## src/rtl/uart_core.sv

```systemverilog
// uart_core: 8N1 UART; greets with 0xAA, then answers each received byte B with F(B)[7:0] (Fibonacci).
// Latency: F(B) lands on test B+1 cycles after B is taken; replies queue behind any TX frame in flight.
// Backpressure: none on the line; a one-entry buffer keeps only the newest unconsumed byte. Option macro: UART_CORE_ECHO_EN.
module uart_core #(
    parameter int CLKS_PER_BIT = 434
) (
    input  logic        clk,
    input  logic        rstn,
    output logic [31:0] test,
    output logic        uart_out,
    input  logic        uart_in
);
    localparam int            CW       = $clog2(CLKS_PER_BIT + 1);
    localparam logic [CW-1:0] BIT_END  = CW'(CLKS_PER_BIT - 1);
    localparam logic [CW-1:0] HALF_END = CW'(CLKS_PER_BIT / 2 - 1);

    typedef enum logic [1:0] {RX_IDLE, RX_START, RX_DATA, RX_STOP} rx_state_t;
    typedef enum logic [2:0] {TX_IDLE, TX_START, TX_DATA, TX_STOP, TX_GAP} tx_state_t;
    typedef enum logic [1:0] {SYNC, WAIT_RX, COMPUTE, SEND} ctl_state_t;

    // ---------------- RX ----------------
    rx_state_t     rx_state, rx_state_nxt;
    logic          rx_meta, rx_sync, rx_prev;
    logic [CW-1:0] rx_baud, rx_baud_nxt;
    logic [2:0]    rx_bit, rx_bit_nxt;
    logic [7:0]    rx_shift, rx_shift_nxt;
    logic          rx_byte_vld, rx_frame_err;

    always_ff @(posedge clk or negedge rstn) begin
        if (!rstn) begin
            rx_meta  <= 1'b1;
            rx_sync  <= 1'b1;
            rx_prev  <= 1'b1;
            rx_state <= RX_IDLE;
            rx_baud  <= '0;
            rx_bit   <= '0;
            rx_shift <= '0;
        end else begin
            rx_meta  <= uart_in;
            rx_sync  <= rx_meta;
            rx_prev  <= rx_sync;
            rx_state <= rx_state_nxt;
            rx_baud  <= rx_baud_nxt;
            rx_bit   <= rx_bit_nxt;
            rx_shift <= rx_shift_nxt;
        end
    end

    always_comb begin
        rx_state_nxt = rx_state;
        rx_baud_nxt  = rx_baud + 1'b1;
        rx_bit_nxt   = rx_bit;
        rx_shift_nxt = rx_shift;
        rx_byte_vld  = 1'b0;
        rx_frame_err = 1'b0;
        case (rx_state)
            RX_IDLE: begin
                rx_baud_nxt = '0;
                if (rx_prev && !rx_sync) rx_state_nxt = RX_START;
            end
            RX_START: begin
                // A start bit that is high again by mid-bit was a glitch.
                if (rx_baud == HALF_END) begin
                    rx_baud_nxt  = '0;
                    rx_state_nxt = rx_sync ? RX_IDLE : RX_DATA;
                end
            end
            RX_DATA: begin
                if (rx_baud == BIT_END) begin
                    rx_baud_nxt  = '0;
                    rx_shift_nxt = {rx_sync, rx_shift[7:1]};
                    rx_bit_nxt   = rx_bit + 3'd1;
                    if (rx_bit == 3'd7) rx_state_nxt = RX_STOP;
                end
            end
            RX_STOP: begin
                if (rx_baud == BIT_END) begin
                    rx_baud_nxt  = '0;
                    rx_state_nxt = RX_IDLE;
                    rx_byte_vld  = rx_sync;
                    rx_frame_err = !rx_sync;
                end
            end
            default: rx_state_nxt = RX_IDLE;
        endcase
    end

    // ---------------- TX ----------------
    tx_state_t     tx_state, tx_state_nxt;
    logic [CW-1:0] tx_baud, tx_baud_nxt;
    logic [2:0]    tx_bit, tx_bit_nxt;
    logic [7:0]    tx_shift, tx_shift_nxt;
    logic          tx_line_nxt;
    logic          tx_rdy, tx_go;
    logic [7:0]    tx_byte;

    assign tx_rdy = (tx_state == TX_IDLE);

    always_ff @(posedge clk or negedge rstn) begin
        if (!rstn) begin
            tx_state <= TX_IDLE;
            tx_baud  <= '0;
            tx_bit   <= '0;
            tx_shift <= '0;
            uart_out <= 1'b1;
        end else begin
            tx_state <= tx_state_nxt;
            tx_baud  <= tx_baud_nxt;
            tx_bit   <= tx_bit_nxt;
            tx_shift <= tx_shift_nxt;
            uart_out <= tx_line_nxt;
        end
    end

    always_comb begin
        tx_state_nxt = tx_state;
        tx_baud_nxt  = tx_baud + 1'b1;
        tx_bit_nxt   = tx_bit;
        tx_shift_nxt = tx_shift;
        tx_line_nxt  = uart_out;
        case (tx_state)
            TX_IDLE: begin
                tx_baud_nxt = '0;
                tx_line_nxt = 1'b1;
                if (tx_go) begin
                    tx_state_nxt = TX_START;
                    tx_shift_nxt = tx_byte;
                    tx_line_nxt  = 1'b0;
                end
            end
            TX_START: begin
                if (tx_baud == BIT_END) begin
                    tx_baud_nxt  = '0;
                    tx_state_nxt = TX_DATA;
                    tx_line_nxt  = tx_shift[0];
                end
            end
            TX_DATA: begin
                if (tx_baud == BIT_END) begin
                    tx_baud_nxt  = '0;
                    tx_shift_nxt = {1'b1, tx_shift[7:1]};
                    tx_line_nxt  = tx_shift[1];
                    tx_bit_nxt   = tx_bit + 3'd1;
                    if (tx_bit == 3'd7) begin
                        tx_state_nxt = TX_STOP;
                        tx_line_nxt  = 1'b1;
                    end
                end
            end
            TX_STOP: begin
                if (tx_baud == BIT_END) begin
                    tx_baud_nxt  = '0;
                    tx_state_nxt = TX_GAP;
                end
            end
            TX_GAP: begin
                // Guaranteed idle bit-time before the next start bit.
                if (tx_baud == BIT_END) begin
                    tx_baud_nxt  = '0;
                    tx_state_nxt = TX_IDLE;
                end
            end
            default: tx_state_nxt = TX_IDLE;
        endcase
    end

    // ---------------- controller ----------------
    ctl_state_t  state, state_nxt;
    logic [7:0]  rx_buf;
    logic        pending, ferr;
    logic [31:0] fib_a, fib_b;
    logic [7:0]  fib_cnt;
    logic        take, fib_done;
`ifdef UART_CORE_ECHO_EN
    logic [7:0]  b_reg;
    logic        echo_done;
`endif

    always_ff @(posedge clk or negedge rstn) begin
        if (!rstn) begin
            state   <= SYNC;
            rx_buf  <= '0;
            pending <= 1'b0;
            ferr    <= 1'b0;
            fib_a   <= '0;
            fib_b   <= '0;
            fib_cnt <= '0;
            test    <= '0;
        end else begin
            state <= state_nxt;
            // A byte landing in the same cycle as a take stays pending.
            if (rx_byte_vld) begin
                rx_buf  <= rx_shift;
                pending <= 1'b1;
                ferr    <= 1'b0;
            end else begin
                if (take)         pending <= 1'b0;
                if (rx_frame_err) ferr    <= 1'b1;
            end
            if (take) begin
                fib_a   <= 32'd0;
                fib_b   <= 32'd1;
                fib_cnt <= rx_buf;
            end else if (state == COMPUTE && !fib_done) begin
                fib_a   <= fib_b;
                fib_b   <= fib_a + fib_b;
                fib_cnt <= fib_cnt - 8'd1;
            end
            if (fib_done) test <= fib_a;
        end
    end

`ifdef UART_CORE_ECHO_EN
    always_ff @(posedge clk or negedge rstn) begin
        if (!rstn) begin
            b_reg     <= '0;
            echo_done <= 1'b0;
        end else begin
            if (take) b_reg <= rx_buf;
            if (state != SEND)                      echo_done <= 1'b0;
            else if (tx_go && !echo_done)           echo_done <= 1'b1;
        end
    end
`endif

    always_comb begin
        state_nxt = state;
        tx_go     = 1'b0;
        tx_byte   = 8'hAA;
        take      = 1'b0;
        fib_done  = 1'b0;
        case (state)
            SYNC: begin
                if (tx_rdy) begin
                    tx_go     = 1'b1;
                    state_nxt = WAIT_RX;
                end
            end
            WAIT_RX: begin
                if (pending) begin
                    take      = 1'b1;
                    state_nxt = COMPUTE;
                end
            end
            COMPUTE: begin
                if (fib_cnt == 8'd0) begin
                    fib_done  = 1'b1;
                    state_nxt = SEND;
                end
            end
            SEND: begin
                if (tx_rdy) begin
                    tx_go = 1'b1;
`ifdef UART_CORE_ECHO_EN
                    if (!echo_done) begin
                        tx_byte = b_reg;
                    end else begin
                        tx_byte   = test[7:0];
                        state_nxt = WAIT_RX;
                    end
`else
                    tx_byte   = test[7:0];
                    state_nxt = WAIT_RX;
`endif
                end
            end
            default: state_nxt = SYNC;
        endcase
    end
endmodule

```

## config.mk

```make
export PLATFORM = sky130hd
export DESIGN_NAME = uart_core
export DESIGN_NICKNAME = d
export VERILOG_FILES = /design/src/rtl/uart_core.sv
export SDC_FILE = /design/constraint.sdc
export NUM_CORES = 1
export LEC_CHECK = 0
export ABC_AREA = 1
export CAP_MARGIN = 30
export CORE_MARGIN = 8
export CORE_UTILIZATION = 62
export DETAILED_ROUTE_END_ITERATION = 8
export HOLD_SLACK_MARGIN = 0.08
export PLACE_DENSITY_LB_ADDON = 0.08
export SLEW_MARGIN = 30
export SYNTH_ARGS = -nofsm -noshare
export SYNTH_HDL_FRONTEND = slang
export SYNTH_SLANG_ARGS = --single-unit
```

## constraint.sdc

```tcl
create_clock -name clk -period 2.4 [get_ports clk]
set_input_delay 0.48 -clock clk [delete_from_list [all_inputs] [get_ports clk]]
set_output_delay 0.48 -clock clk [all_outputs]
set_load 0.01 [all_outputs]
```

# After elaboration in Yosys (flattened, before gate mapping)
# Cells that the tools add are included.
[word_totals]
regBits = 164
input_bits = 3
[classes]
addsub = 6
n_eq_ne = 29
mux = 48
reduce_logical = 22
[op_table]
columns = ["operator", "count"]
rows = [
  ["2-to-1 mux 32 bit", 4],
  ["2-to-1 mux 8 bit", 5],
  ["adder 32 bit", 1],
  ["2-to-1 mux 9 bit", 3],
  ["case mux 9 bit (3 select lines)", 1],
  ["!= test 2 bit, second input constant", 11],
  ["adder 9 x 1 -> 9 bit, second input constant", 2],
  ["equality test 9 bit, second input constant", 2],
  ["2-to-1 mux 2 bit", 9],
  ["2-to-1 mux 3 bit", 6],
  ["case mux 9 bit (2 select lines)", 1],
  ["case mux 8 bit (2 select lines)", 1],
  ["case mux 3 bit (5 select lines)", 1],
  ["2-to-1 mux 1 bit", 14],
  ["equality test 3 bit, second input constant", 3],
  ["equality test 9 x 8 -> 1 bit, second input constant", 1],
  ["AND reduction 3 bit", 3],
  ["equality test 2 bit, second input constant", 4],
  ["logical NOT 8 bit", 1],
  ["case mux 2 bit (4 select lines)", 1],
  ["subtractor 8 x 1 -> 8 bit, second input constant", 1],
  ["adder 3 x 1 -> 3 bit, second input constant", 2],
  ["equality test 3 x 2 -> 1 bit, second input constant", 2],
  ["!= test 2 x 1 -> 1 bit, second input constant", 3],
  ["15 further kinds", 23],
]

# Logic depth before layout (Yosys ltp)
[depth]
depth_word = 7
depth_mapped = 14
ltp_nobuf = 14

# Worst setup path after synthesis
# Ideal clock, no wire load.
[synth_timing]
path_type = "register -> register"
startpoint = "register fib_a[0]"
endpoint = "register fib_b[24]"
arrival_ps = 1768
t_required_ps = 2282
setup_slack_ps = 514
stages_incl_launch_ff = 13
path_cell_list = "dfrtp_1 ha_1 fa_1 nand3_1 nand3_1 nand2_1 nand2_1 nand2_1 nand2_1 nand2_1 nand3_1 nand3_1 nand2_1"
[synth_between]
elab_chain_cells = 3
[synth_rtl]
columns = ["element", "line_no", "rtl"]
rows = [
  ["start, declared", "171", "logic [31:0] fib_a, fib_b;"],
  ["start signal, assigned", "205", "fib_a <= fib_b;"],
  ["adder 32 bit", "206", "fib_b <= fib_a + fib_b;"],
  ["2-to-1 mux 32 bit", "204", "end else if (state == COMPUTE && !fib_done) begin"],
  ["2-to-1 mux 32 bit", "200", "if (take) begin"],
  ["end signal, assigned", "206", ""],
  ["end, declared", "171", ""],
]
# Every way passes these cells. The select of a mux whose other input is x is not followed.
# A chain may end at the register's enable or synchronous reset.

# Worst setup path after layout
# Same ends and word-level chain as after synthesis.

==> results.yml <==
outcome:
  status: "finished, final reports clean"
die:
  die_w_um: 137
  die_h_um: 137
  coreArea_sq_um: 14400
  std_cell_rows: 44
  initial_core_util_pct: 62.9
  die_area_sq_um: 18800
  pin_count: 36
critical_path:
  r2r_slack_ps: 280
  path_delay_family: "simple AND/OR/NAND/NOR gates"
  worstSetupPathType: "flip-flop to flip-flop"
  worst_path_most_repeated_cell: "nand2_1"
  worst-path-max-fanout: 4
  timing.rr.start: "fib_a[0]"
  path_cells: "ha_1 > fa_1 > nand3_1 > nand3_1 > nand2_1 > nand2_1 > nand2_1 > nand2_1 > nand2_1 > nand3_1 > nand3_1 > nand2_1"
  end_kind: "flip-flop"
  crit_cells: 12
  start_kind: "flip-flop"
  crit_slowest_cell: "fa_1"
  reg2regPathDepth: 12
  worst_path_largest_cell_delay_ps: 440
  critPathRequiredTime_ps: 2730
  crit_arrival_ps: 2450
  r2r_end: "fib_b[24]"
  critPathBufInv: 0
  cp-startpoint: "fib_a[0]"
global_routing:
  antenna_found_initial: 0
  grt_max_degree: 73
  grt_pass1_vias: 7260
  global_route.usage.total_pct: 22.7
  gr-total-overflow: 0
  grt_pass1_wl_mm: 33.9
logic_synthesis:
  synth_cell_types: 46
  synth_seq_cells: 164
  async_reset_ff_share_pct: 100
  syn-instance-count: 1197
  seq_area_frac_synth_pct: 45.3
  synth_xor_xnor_area_share_pct: 1.35
  synth_mux_area_share_pct: 0.621
  synthAdderAreaFrac_pct: 6.43
  synth_nets: 1246
  synthSimpleGateAreaFrac_pct: 24.2
  ys.flop_type: "dfrtp_1"
  synth_area_sq_um: 9070
  ys_warn_count: 0
  synth_top_family_by_area: "simple AND/OR/NAND/NOR gates"
  synth-edff-count: 0
  synth_compound_area_share_pct: 12.0
  synth_area_per_cell_sq_um: 7.58
detailed_routing:
  drc: 0
  firstDrtPassIters: 5
  routedWlPerCell_um: 14.0
  vias: 7476
  drt_iter0_drc: 499
  ant_nets: 0
  routed_via_density: 5.20
  wl_mm: 20.2
timing:
  hold_viol: 0
  setup_tns_ps: 0
  finalCritPeriodShare_pct: 88.3
  max_freq_mhz: 472
  maxSlewViolCount: 0
  rsz0062_at_grt: "false"
  clock_skew_ps: 14.5
  slew_headroom_pct: 64.5
  tightest_slew_ps: 533
  fin_crit_ps: 2120
  whs_ps: 356
  setup_violations: 0
power_and_ir_drop:
  powerDensity_nw_per_um2: 587
  peakVddDrop_mv: 0.571
  p_total_uw: 6030
  leakage_uw: 0.00543
clock_network:
  clk-insertion-delay-late_ps: 440
  root_buffer: "clkbuf_16"
  numCtsBuffers: 17
  hold_buffers: 1
  htree_levels: 4
  cts_sinks: 164
  cts_buffer_depth: 2
  path_clk_slew_ps: 70
  cts_tree: "yes"
  post_cts_resize_count: 0
  postCtsSetupBuffers: 0
final_layout:
  layout.cells.most_common: "nand2_1"
  nets: 1289
  syn2layout_area_growth_pct: 13.3
  diodes: 0
  final_cell_mix: "nand2_1 (370), inv_1 (206), dfrtp_1 (160), nor2_1 (77), o21ai_0 (69)"
  drive_above_1_share_pct: 5.67
  final_util_pct: 71.2
worst_hold_path:
  min_from: "rx_meta"
  whs_endpoint: "rx_sync"
  hold_depth: 0
  hold_class: "flip-flop to flip-flop"
placement:
  hpwl_mm: 14.7
  port_buffers: 35
  place_congestion: 0.959
flow_run:
  maxCapViolCount: 0
==> registers in the layout, indices dropped and copies added, names as in the netlist, 8 cells and up, named ones only <==
| signal | count |
|---|---|
| test | 32 |
| tx_shift | 8 |
| rx_buf | 8 |
| tx_baud | 9 |
| fib_a | 32 |
| rx_baud | 9 |
| fib_cnt | 8 |
| rx_shift | 8 |
| fib_b | 32 |
==> cell type report <==
type                       instances  area [sq um]
multi-input combinational        800          4040
inverter                         211           793
timing repair buffer              46           474
sequential                       164          4110
tap                              184           230
clock buffer                      17           425
clock inverter                    15           203
fill                            1217          4150
==> cells by family after synthesis <==
logic type / count (synthesis)
flip-flops: 164
AND/OR/NAND/NOR: 540
AO/OA/AOI/OAI: 195
multiplexers: 5
adder cells (fa/ha/maj): 46
buffers and inverters: 233
XOR/XNOR: 14
==> worst max-delay path by stage <==
stage                     slack [ps]         to
after global placement           360  fib_b[24]
after floorplan                  510  fib_b[24]
final                            280  fib_b[24]
after CTS                        290  fib_b[24]
after detailed placement         280  fib_b[24]
after global routing             110  fib_b[24]
==> through the flow <==
stage               area (sq um)  setup WS [ps]  cells
detailed placement          9640            285   1404
floorplan                   9070            514   1197
finish                     10300            280   1437
global route               10300            114   1437
global placement            9640            356   1404
CTS                        10300            286   1437
==> synthesized netlist by cell type, types with 5 or more instances <==
cell type  count  area, sq um
nand2_1      371         1390
dfrtp_1      160         4000
a21oi_1       47          235
o22ai_1       22          138
inv_1        206          773
clkbuf_1       7         26.3
o221ai_1       6         52.6
nand3_1       54          270
o21ai_0       69          345
mux2_2         5         56.3
nand2_2        5         31.3
nand4_1        5         31.3
buf_2          7         35.0
ha_1          45          563
o21ai_1       31          155
nor3_1        17         85.1
nor2_1        77          289
xnor2_1       10         87.6
==> worst register-to-register path: stages, from the launching register on <==
cell and delay, ps:
dfrtp_1 380, ha_1 250, fa_1 440, nand3_1 110
nand3_1 150, nand2_1 100, nand2_1 80, nand2_1 70
nand2_1 110, nand2_1 120, nand3_1 70, nand3_1 90
nand2_1 50
==> power breakdown <==
group	internal [uW]	total [uW]	switching, uW	leakage, uW
combinational	82.8	261	178	0.00289
clock	1750	2910	1160	0.000309
sequential	2810	2860	54.3	0.00223
total	4640	6030	1390	0.00543
==> metal layers <==
metal | share of wire (%) | up-vias | GRT usage (%)
li1 | - | 3871 | -
met1 | 48 | 3471 | 30.0
met2 | 47 | 110 | 37.2
met3 | 3.2 | 24 | 4.70
met4 | 1.1 | 0 | 6.10
met5 | 0 | - | 0
(Power assumes the default switching activity.)
